--- config.mk ---
export PLATFORM = sky130hd
export DESIGN_NAME = oam_dma
export DESIGN_NICKNAME = d
export VERILOG_FILES = /design/src/rtl/oam_dma.sv
export SDC_FILE = /design/constraint.sdc
export NUM_CORES = 1
export LEC_CHECK = 0
export ABC_AREA = 1
export CORE_UTILIZATION = 40
export DETAILED_ROUTE_END_ITERATION = 10
export GPL_TIMING_DRIVEN = 0
export PLACE_DENSITY = 0.76
export SYNTH_ARGS = -nofsm -noshare
export SYNTH_HDL_FRONTEND = slang
export SYNTH_SLANG_ARGS = --single-unit
--- constraint.sdc ---
create_clock -name I_clock -period 1.5 [get_ports I_clock]
set_input_delay 0.15 -clock I_clock [delete_from_list [all_inputs] [get_ports I_clock]]
set_output_delay 0.15 -clock I_clock [all_outputs]
set_load 0.005 [all_outputs]
--- src/rtl/oam_dma.sv ---
`timescale 1ns/1ps
// oam_dma: sprite DMA copying a 256-byte CPU page into the video block's OAMDATA register while the CPU is halted
module oam_dma #(
    parameter logic [15:0] P_trigger_addr = 16'h4014,
    parameter logic [2:0]  P_ppu_reg      = 3'd4
) (
    input  logic        I_clock,
    input  logic        I_reset,
    input  logic        I_tick,
    input  logic [15:0] I_cpu_addr,
    input  logic        I_cpu_wren,
    input  logic [7:0]  I_cpu_data,
    output logic        O_cpu_halt,
    output logic        O_busy,
    output logic [15:0] O_bus_addr,
    output logic        O_bus_rden,
    input  logic [7:0]  I_bus_data,
    output logic [2:0]  O_ppu_addr,
    output logic        O_ppu_wren,
    output logic [7:0]  O_ppu_data
);
    typedef enum logic [2:0] {S_IDLE, S_HALT, S_ALIGN, S_READ, S_WRITE} state_t;
    state_t     r_state, w_next;
    logic [7:0] r_page, r_index, r_latch;
    logic       r_parity, r_capture;
    logic       w_trigger, w_rd, w_wr;
    assign w_trigger = I_tick & I_cpu_wren & (I_cpu_addr == P_trigger_addr) & (r_state == S_IDLE);
    assign w_rd      = I_tick & ~I_reset & (r_state == S_READ);
    assign w_wr      = I_tick & ~I_reset & (r_state == S_WRITE);
    // state register
    always_ff @(posedge I_clock) begin
        if (I_reset) r_state <= S_IDLE;
        else         r_state <= w_next;
    end
    // next state: HALT picks ALIGN when the following tick would be odd so reads land on even ticks
    always_comb begin
        w_next = r_state;
        if (I_tick) begin
            case (r_state)
                S_IDLE:  w_next = w_trigger ? S_HALT : S_IDLE;
                S_HALT:  w_next = r_parity ? S_READ : S_ALIGN;
                S_ALIGN: w_next = S_READ;
                S_READ:  w_next = S_WRITE;
                S_WRITE: w_next = (r_index == 8'hFF) ? S_IDLE : S_READ;
                default: w_next = S_IDLE;
            endcase
        end
    end
    // outputs: strobes only on ticks; read data bypasses the latch when the write tick is the capture clock
    always_comb begin
        O_cpu_halt = r_state != S_IDLE;
        O_busy     = r_state != S_IDLE;
        O_bus_addr = {r_page, r_index};
        O_bus_rden = w_rd;
        O_ppu_addr = P_ppu_reg;
        O_ppu_wren = w_wr;
        O_ppu_data = (r_capture && w_wr) ? I_bus_data : r_latch;
    end
    // datapath: parity, page/index and the read-data latch
    always_ff @(posedge I_clock) begin
        if (I_reset) begin
            r_page    <= 8'h00;
            r_index   <= 8'h00;
            r_latch   <= 8'h00;
            r_parity  <= 1'b0;
            r_capture <= 1'b0;
        end else begin
            r_capture <= w_rd;
            if (r_capture) r_latch <= I_bus_data;
            if (I_tick) begin
                r_parity <= ~r_parity;
                if (w_trigger) begin
                    r_page  <= I_cpu_data;
                    r_index <= 8'h00;
                end
                if (r_state == S_WRITE) r_index <= r_index + 8'd1;
            end
        end
    end
endmodule

Word level (Yosys, flattened, before mapping)
Cells that the tools add are included.
Widths: inputs -> output; s select.
{"block": "word_totals", "wordCells": 34, "inputBits": 36, "register_bits": 29}
{"block": "classes", "n_addsub": 1, "bitwise_logic": 8, "n_eq_ne": 6, "n_reduce_logical": 6, "n_mux": 7}
{"cell": "$mux 8", "count": 3}
{"cell": "$eq 16x15->1 const B", "count": 1}
{"cell": "$pmux 3 s5", "count": 1}
{"cell": "$add 8x1->8 const B", "count": 1}
{"cell": "$eq 8x8->1 const B", "count": 1}
{"cell": "$and 1x1->1", "count": 6}
{"cell": "$eq 3x2->1 const B", "count": 2}
{"cell": "$reduce_and 2->1", "count": 2}
{"cell": "$eq 3x1->1 const B", "count": 1}
{"cell": "$eq 3x3->1 const B", "count": 1}
{"cell": "$logic_not 3->1", "count": 1}
{"cell": "$reduce_bool 3->1", "count": 1}
{"cell": "$mux 1", "count": 2}
{"cell": "$mux 2", "count": 1}
{"cell": "$not 1->1", "count": 2}
{"cell": "$reduce_bool 2->1", "count": 1}
{"cell": "$logic_and 1x1->1", "count": 1}

Longest topological paths before layout
Gate-level depths: netlist of the first run.
{"block": "depth", "depth_word": 5, "ltp_mapped": 9, "ltp_nobuf": 9}

Worst setup path after synthesis of the first run
No wires, ideal clock.
{"block": "synth_timing", "path_type": "register to register", "start": "register r_index[1]", "end": "register r_state[1]", "stages_incl_launch_ff": 9, "t_required_ns": 1.378, "setup_time_ns": 0.122, "synth_period_minus_slack_ns": 1.298, "arrival_time_ns": 1.177, "setup_slack_ns": 0.202, "cell_sequence": "dfxtp_1 -> ha_1 -> nand2_1 -> nor2_2 -> nand3b_1 -> nand2_1 -> nand2_1 -> o21ai_0 -> a21oi_1"}
{"block": "synth_between", "elab_chain_cells": 3}
{"item": "start, declared", "line": "24", "text": "logic [7:0] r_page, r_index, r_latch;"}
{"item": "start signal, assigned", "line": "76", "text": "if (r_state == S_WRITE) r_index <= r_index + 8'd1;"}
{"item": "$eq 8x8->1", "line": "44", "text": "S_WRITE: w_next = (r_index == 8'hFF) ? S_IDLE : S_READ;"}
{"item": "$mux 2", "line": "44"}
{"item": "$pmux 3 s5", "line": "39", "text": "case (r_state)"}
{"item": "end signal, assigned", "line": "33", "text": "else r_state <= w_next;"}
{"item": "end, declared", "line": "23", "text": "state_t r_state, w_next;"}
No other way between the ends.
A chain may end at the register's enable or synchronous reset.

Worst setup path in the final report of the first run
{"block": "layout_timing", "start": "register r_state[0]", "end": "output O_ppu_data[3]"}
{"block": "layout_between", "elab_chain_cells": 4}
{"item": "$eq 3x3->1", "line": "29", "text": "assign w_wr = I_tick & ~I_reset & (r_state == S_WRITE);"}
{"item": "$and 1x1->1", "line": "29"}
{"item": "$logic_and 1x1->1", "line": "57", "text": "O_ppu_data = (r_capture && w_wr) ? I_bus_data : r_latch;"}
{"item": "$mux 8", "line": "57"}
{"item": "end, declared", "line": "20", "text": "output logic [7:0] O_ppu_data"}
No other way between the ends.

==> results by group, run 1 <==
Global routing
  – Met1 usage: a little under a quarter
  – Tot GR Track Use: approximately a fifth
  – Total congestion overflow: 0
  – GRT Max-Usage Layer: met2
  – First-pass GRT wire length: between 6 and 7 mm
  – Largest net degree at the start of global routing: 11
  – GR Util met3: 5.81%
  – Met2 Resource Use GR: 35.4%
  – Vias in the first global route: 1,581
  – Initial antenna violation count: 0

Cells and area
  – Final net count: around 330
  – P&R area growth vs syn: 55.3%
  – Ratio of cells with drive above 1 in the final layout: about a fifth
  – # diodes: 0
  – Non-Filler Instances: 338

Power and ir drop
  – Pleak: about 0.0010 uW
  – Pwr/cell area: ~630 nW/um2
  – Max IR drop VDD: 0.359 mV

Drt
  – Total number of vias: approximately 1,600
  – DR DRC count: 0
  – Vias per std cell: between 4 and 5
  – Per-cell routed wire length: approximately 11 um
  – Post-route ant nets: 0
  – Iter 0 DRT Violations: 86
  – Final WL: ~3.8 mm
  – Drt pass-1 iters: 4

Floorplanning
  – Die ar.: approximately 4200 um2
  – Chip Height: between 60 and 70 um
  – CORE AREA: ~3700 um2
  – IO Pins: 67
  – Die X-Extent: 64.9 um
  – Initial Utilization: a little over two fifths
  – Row count: 22

Timing
  – Fin crit share: 120%
  – RSZ-0062 raised after global routing: yes
  – Final hold violation count: 0
  – Post-layout min period: ~1.8 ns
  – Setup Skew: approximately 0.0042 ns
  – # setup viols final: 8
  – F_max: 557 MHz
  – Post-Route Setup TNS: -1.99 ns
  – Slew Limit Fails: 0
  – Worst hold margin: between 0.15 and 0.2 ns
  – Final worst setup slack: -0.296 ns

Logic synthesis
  – Synth Area in XOR/XNOR: 0%
  – Top area cells in the synthesized netlist: dfxtp_1 (37%), nor2_1 (8.3%), nand2_1 (7.8%), mux2_4 (7.6%), a21oi_1 (6.0%)
  – Flops & latches, synth: 29
  – Post-synthesis simple-gate area fraction: a little under a third
  – Combinational family with the most area after synthesis: simple AND/OR/NAND/NOR gates
  – Adder-Cell Fraction of Synth Area: less than 1%
  – Ys Warns: 0
  – Synth Area in Compound Gates: ~14%
  – Cell variety after synth: 28
  – Mux cell area share after synthesis: 7.60%
  – Yosys top cell by area: dfxtp_1
  – Mapped Cells: ~210
  – Top-area cell type share of the netlist area: a little under two fifths
  – Synthesized area per cell: 7.45 um2
  – Synth Cell Area: between 1500 and 2000 um2
  – Register area share after synthesis: between 30% and 40%

Clocking
  – CTS tree: built
  – Clock buffer depth: 2
  – Root Driver: clkbuf_8
  – Sink Count: 29
  – CTS HTree Levels: 2
  – Clock-pin slew on the worst setup and hold paths: around 0.06 ns
  – Num CTS Buffers: 5
  – Clk_lat worst skew: 0.28 ns

Setup path
  – Crit Path Category: flip-flop to output pin
  – Worst path cell trace: nor2_4 > nand2_4 > nor2_8 > nand2_8 > buf_6 > mux2_4 > buf_6
  – Critical Path Most Common Cell: buf_6
  – Worst Path Max Fanout: 8
  – Largest stage delay, worst path: 0.35 ns
  – Arrival @ worst endpoint: around 1.7 ns
  – Worst R2R End: r_index[0]
  – CP Launch Type: flip-flop
  – Flop2flop setup slack: 0.14 ns
  – Reg2reg start: r_state[0]
  – Worst Reg-to-Reg Cells: 8
  – CP Data Required Time: about 1.4 ns
  – Critical Path Sink Type: output pin
  – Slowest cell on the critical path: dfxtp_2

Worst hold path
  – Hold Crit Endpoint: r_state[1]
  – Hold_sp: I_reset
  – Min-Delay Path Class: input pin to flip-flop
  – Hold path cells: 2

Place
  – Placed wire-length estimate: ~2.7 mm
  – Port Buffers: 62
  – GPL Wtd Cong: ~0.8
  – DP Cell Count: roughly 320

Outcome
  – Failing checks: setup timing
  – Status: finished, violations left

Run
  – Max_cap viols: 0
-- logic make-up after synthesis --
kind of cell | Yosys count
simple gates | 97
compound gates | 42
buf+inv | 33
flops | 29
mux | 8
other cells | 2
fa+ha+maj | 1
-- cell usage after synthesis (all sizes together) --
library cell  count
inv              23
nor3b             1
nand3            15
buf               8
nor2             40
a21oi            19
nand2            39
clkbuf            2
nor3              1
nand3b            1
o21bai            2
ha                1
mux2              8
a31o              1
dfxtp            29
conb              2
o21ai            20
-- area by class of cell --
cell class,count,area [um2]
buffer,10,70.1
multi-input combinational,151,866
clock buffer,7,86.3
sequential,29,592
tap,48,60.1
inverter,23,86.3
timing repair buffer,70,694
fill,333,1260
-- power by group --
group	switching (uW)	internal (uW)
Clock	275	363
Sequential	0.639	769
Combinational	51.9	95.3
-- flip-flops by register name, indices dropped and copies added (netlist names) --
register,count
r_index,8
r_page,8
r_parity,1
r_state,3
r_capture,1
r_latch,8
-- stage by stage --
| step | worst slack, ns | instance area, um2 | power [uW] | utilization [%] |
|---|---|---|---|---|
| 3_5_place_dp | -0.607 | 2260 | 936 | 60.9 |
| 4_1_cts | -0.309 | 2430 | 1570 | 65.5 |
| 6_report | -0.296 | 2450 | 1550 | 66.1 |
| 2_1_floorplan | 0.202 | 1580 | 835 | - |
| 3_3_place_gp | -0.588 | 2260 | 935 | 60.9 |
| 5_1_grt | -0.352 | 2450 | 1630 | 66.1 |
-- worst max-delay path: cells and delay by family (launching register included) --
family,cells,cell delay (ns)
flops,1,0.35
simple gates,4,0.47
buf+inv,2,0.25
mux,1,0.30
-- routing by layer --
| layer | wire length [um] | vias to the layer above |
|---|---|---|
| met5 | 0 | - |
| met4 | 65 | 0 |
| met3 | 241 | 7 |
| met2 | 1780 | 46 |
| met1 | 1660 | 699 |
| li1 | - | 830 |
-- worst max-delay path by stage --
stage / from / cells past startpoint / to
finish: r_state[0] / 7 / O_ppu_data[3]
CTS: r_state[1] / 7 / O_ppu_data[0]
detailed placement: I_tick / 6 / O_ppu_data[3]
floorplan: r_index[1] / 8 / r_state[1]
global route: r_state[0] / 7 / O_ppu_data[5]
global placement: I_tick / 6 / O_ppu_data[0]
-- placed cells by master, fill, tap and decap left out --
master,Yosys,routed
a21oi_1,19,19
a31o_2,1,1
buf_2,2,4
buf_4,5,8
buf_6,1,12
clkbuf_1,1,2
clkbuf_4,1,1
clkbuf_8,0,6
clkdlybuf4s50_1,0,49
conb_1,2,3
dfxtp_1,29,24
dfxtp_2,0,3
dfxtp_4,0,2
dlygate4sd2_1,0,4
dlymetal6s2s_1,0,1
ha_1,1,1
inv_1,23,22
inv_2,0,1
mux2_4,8,8
nand2_1,33,32
nand2_2,1,2
nand2_4,5,4
nand2_8,0,1
nand3_1,14,14
nand3_4,1,1
nand3b_1,1,1
nor2_1,35,34
nor2_2,2,2
nor2_4,2,3
nor2_8,1,1
nor3_1,1,1
nor3b_1,1,1
o21ai_0,17,17
o21ai_1,2,2
o21ai_2,1,1
o21bai_1,2,2
-- what timing repair did --
action,4_1_cts,5_1_grt
buffers inserted,7,1
resized for setup,54,6
endpoints found under the setup margin,12,12
hold buffers,0,0
pin swaps,3,3
(Power assumes the default switching activity.)
==> run 2, diff against run 1 <==
--- a/config.mk
+++ b/config.mk
@@ -7,9 +7,10 @@
 export LEC_CHECK = 0
 export ABC_AREA = 1
 export CORE_UTILIZATION = 40
+export CTS_CLUSTER_DIAMETER = 50
 export DETAILED_ROUTE_END_ITERATION = 10
 export GPL_TIMING_DRIVEN = 0
-export PLACE_DENSITY = 0.76
+export PLACE_DENSITY_LB_ADDON = 0.25
 export SYNTH_ARGS = -nofsm -noshare
 export SYNTH_HDL_FRONTEND = slang
 export SYNTH_SLANG_ARGS = --single-unit
==> run 2 against run 1 <==
Compared with the run above: the flow still finishes with violations (setup timing); wire length is 0.93% lower; final cell count is 1.5% higher; clock skew is 0.0024 ns higher; die area stayed put.
==> results by group, run 2 (same netlist as run 1, synthesis figures left out) <==
Outcome
  – Status: finished, violations left
  – Failing checks: setup timing

Timing
  – Setup Skew: roughly 0.0066 ns
  – Post-layout min period: about 1.7 ns
  – F_max: around 580 MHz
  – # setup viols final: 9
  – Final worst setup slack: -0.231 ns
  – Fin crit share: 115%
  – Slew Limit Fails: 0
  – Final hold violation count: 0
  – RSZ-0062 raised after global routing: yes

Setup path
  – Crit Path Category: flip-flop to output pin
  – Worst Path Max Fanout: 5
  – CP top delay family: simple AND/OR/NAND/NOR gates
  – Worst path cell trace: nor2_4 > nand2_4 > nor2_8 > nand2_8 > buf_4 > mux2_4 > buf_6
  – CP Launch Type: flip-flop
  – Critical Path Sink Type: output pin
  – Setup crit start: r_state[0]
  – CP bufs+invs: 2
  – Largest stage delay, worst path: 0.35 ns
  – Slowest cell on the critical path: dfxtp_4
  – Arrival @ worst endpoint: 1.58 ns
  – Reg2reg start: r_state[0]
  – CP Data Required Time: ~1.4 ns

Cells and area
  – Commonest non-fill, non-tap cell in the layout: clkdlybuf4s50_1
  – P&R area growth vs syn: 58.6%
  – Final net count: around 330
  – Largest regs: r_index (8), r_latch (8), r_page (8)
  – # diodes: 0
  – # fillers: roughly 320
  – Commonest non-fill, non-tap cells in the layout: clkdlybuf4s50_1 (49), nor2_1 (35), nand2_1 (33), dfxtp_1 (24), inv_1 (22)
  – Layout Utilization: around two thirds
  – Ratio of cells with drive above 1 in the final layout: a little under a quarter

Global routing
  – First-pass GRT wire length: roughly 6.2 mm
  – Largest net degree at the start of global routing: 12
  – Vias in the first global route: ~1,500
  – Total congestion overflow: 0
  – Tot GR Track Use: about a fifth
  – Initial antenna violation count: 0

Clocking
  – Clock buffer depth: 2
  – Root Driver: clkbuf_8
  – Sink Count: 29
  – CTS tree: built
  – Num CTS Buffers: 5
  – CTS HTree Levels: 2
  – Clock-pin slew on the worst setup and hold paths: 0.07 ns
  – Clk_lat worst skew: 0.28 ns

Floorplanning
  – Row count: 22
  – Chip Height: between 60 and 70 um
  – CORE AREA: around 3700 um2
  – Initial Utilization: 42.5%
  – IO Pins: between 60 and 70
  – Die X-Extent: 64.9 um
  – Die ar.: roughly 4200 um2

Drt
  – Final WL: about 3.7 mm
  – DR DRC count: 0
  – Vias per std cell: between 4 and 5
  – Total number of vias: 1,593
  – Iter 0 DRT Violations: 91
  – Drt pass-1 iters: 4
  – Post-route ant nets: 0
  – Per-cell routed wire length: 10.8 um

Power and ir drop
  – Comb power frac: 8.5%
  – Clock share of power: between 40% and 50%
  – Max IR drop VDD: roughly 0.57 mV
  – Sw power: 366 uW
  – Reg power frac: around 45%
  – Pleak: 0.00106 uW
  – Sw Ratio: roughly a fifth
  – Pint: about 1400 uW
  – Pwr/cell area: about 700 nW/um2

Worst hold path
  – Min-Delay Path Class: input pin to flip-flop
  – Hold_sp: I_reset

Run
  – Max_cap viols: 0

Place
  – Pre-CTS worst setup slack: -0.598 ns
  – Port Buffers: 62
  – GPL Wtd Cong: 0.805
  – Placed wire-length estimate: between 2 and 3 mm
-- run 2: changes by cell type in the layout (fill, tap and decap cells not counted), sizes merged --
cell	before	now
clkinvlp	0	1
clkbuf	9	8
bufinv	0	1
buf	24	28
clkinv	0	1
dlymetal6s2s	1	0
-- run 2: per-layer routing --
metal | GRT usage [%] | routed length, um | vias to the layer above
met3 | 4.58 | 196 | 6
met1 | 21.8 | 1660 | 701
met2 | 33.6 | 1820 | 43
li1 | - | - | 843
met4 | 5.56 | 42 | 0
met5 | 0 | 0 | -
-- run 2: area by class of cell --
class / count / area, um2 / area share, %
repair buffers: 74 / 718 / 28.7
plain buffers: 10 / 70.1 / 2.80
inverters: 23 / 86.3 / 3.44
clock buffers: 5 / 68.8 / 2.75
multi-input cells: 151 / 865 / 34.5
flip-flops and latches: 29 / 592 / 23.6
clock inverters: 3 / 46.3 / 1.85
well taps: 48 / 60.1 / 2.40
-- run 2: repair_timing --
action                                  in CTS  in global routing
pin swaps                                    2                  3
hold buffers                                 0                  0
buffers inserted                             9                  3
gates resized for setup                     52                  8
endpoints found under the setup margin      12                 18
cloned                                       0                  0
-- run 2: stage by stage --
step	hold slack (ns)	instances	instance area (um2)	TNS, ns	total power [uW]
2_1_floorplan	0.285	213	1580	0	835
4_1_cts	0.164	340	2470	-1.90	1740
5_1_grt	0.178	343	2510	-2.87	1800
3_5_place_dp	0.437	323	2260	-7.19	937
6_report	0.154	343	2510	-1.72	1730
3_3_place_gp	0.431	323	2260	-6.91	935
-- run 2: worst register-to-register path: stages, from the launching register on --
cell     delay (ns)
dfxtp_4        0.35
nor2_4         0.13
buf_4          0.12
buf_4          0.10
nand2_4        0.05
nor2_4         0.11
nand3_4        0.13
nand2_4        0.13
nand2_4        0.10
o21ai_2        0.13
inv_1          0.04
-- run 2: path summary, 6_finish.rpt --
kind	end	depth (start not counted)	slack, ns
setup / recovery	O_ppu_data[3]	7	-0.23
hold / removal	r_index[1]	2	0.15
setup reg to reg	r_index[0]	10	0.01
hold reg to reg	r_page[7]	2	0.44
-- run 2: power by group through the flow --
stage / Sequential (uW) / Combinational, uW / Clock (uW)
global placement: 790 / 146 / 0
global route: 768 / 160 / 874
CTS: 769 / 147 / 826
finish: 769 / 148 / 810
detailed placement: 790 / 147 / 0
floorplan: 790 / 45.0 / 0
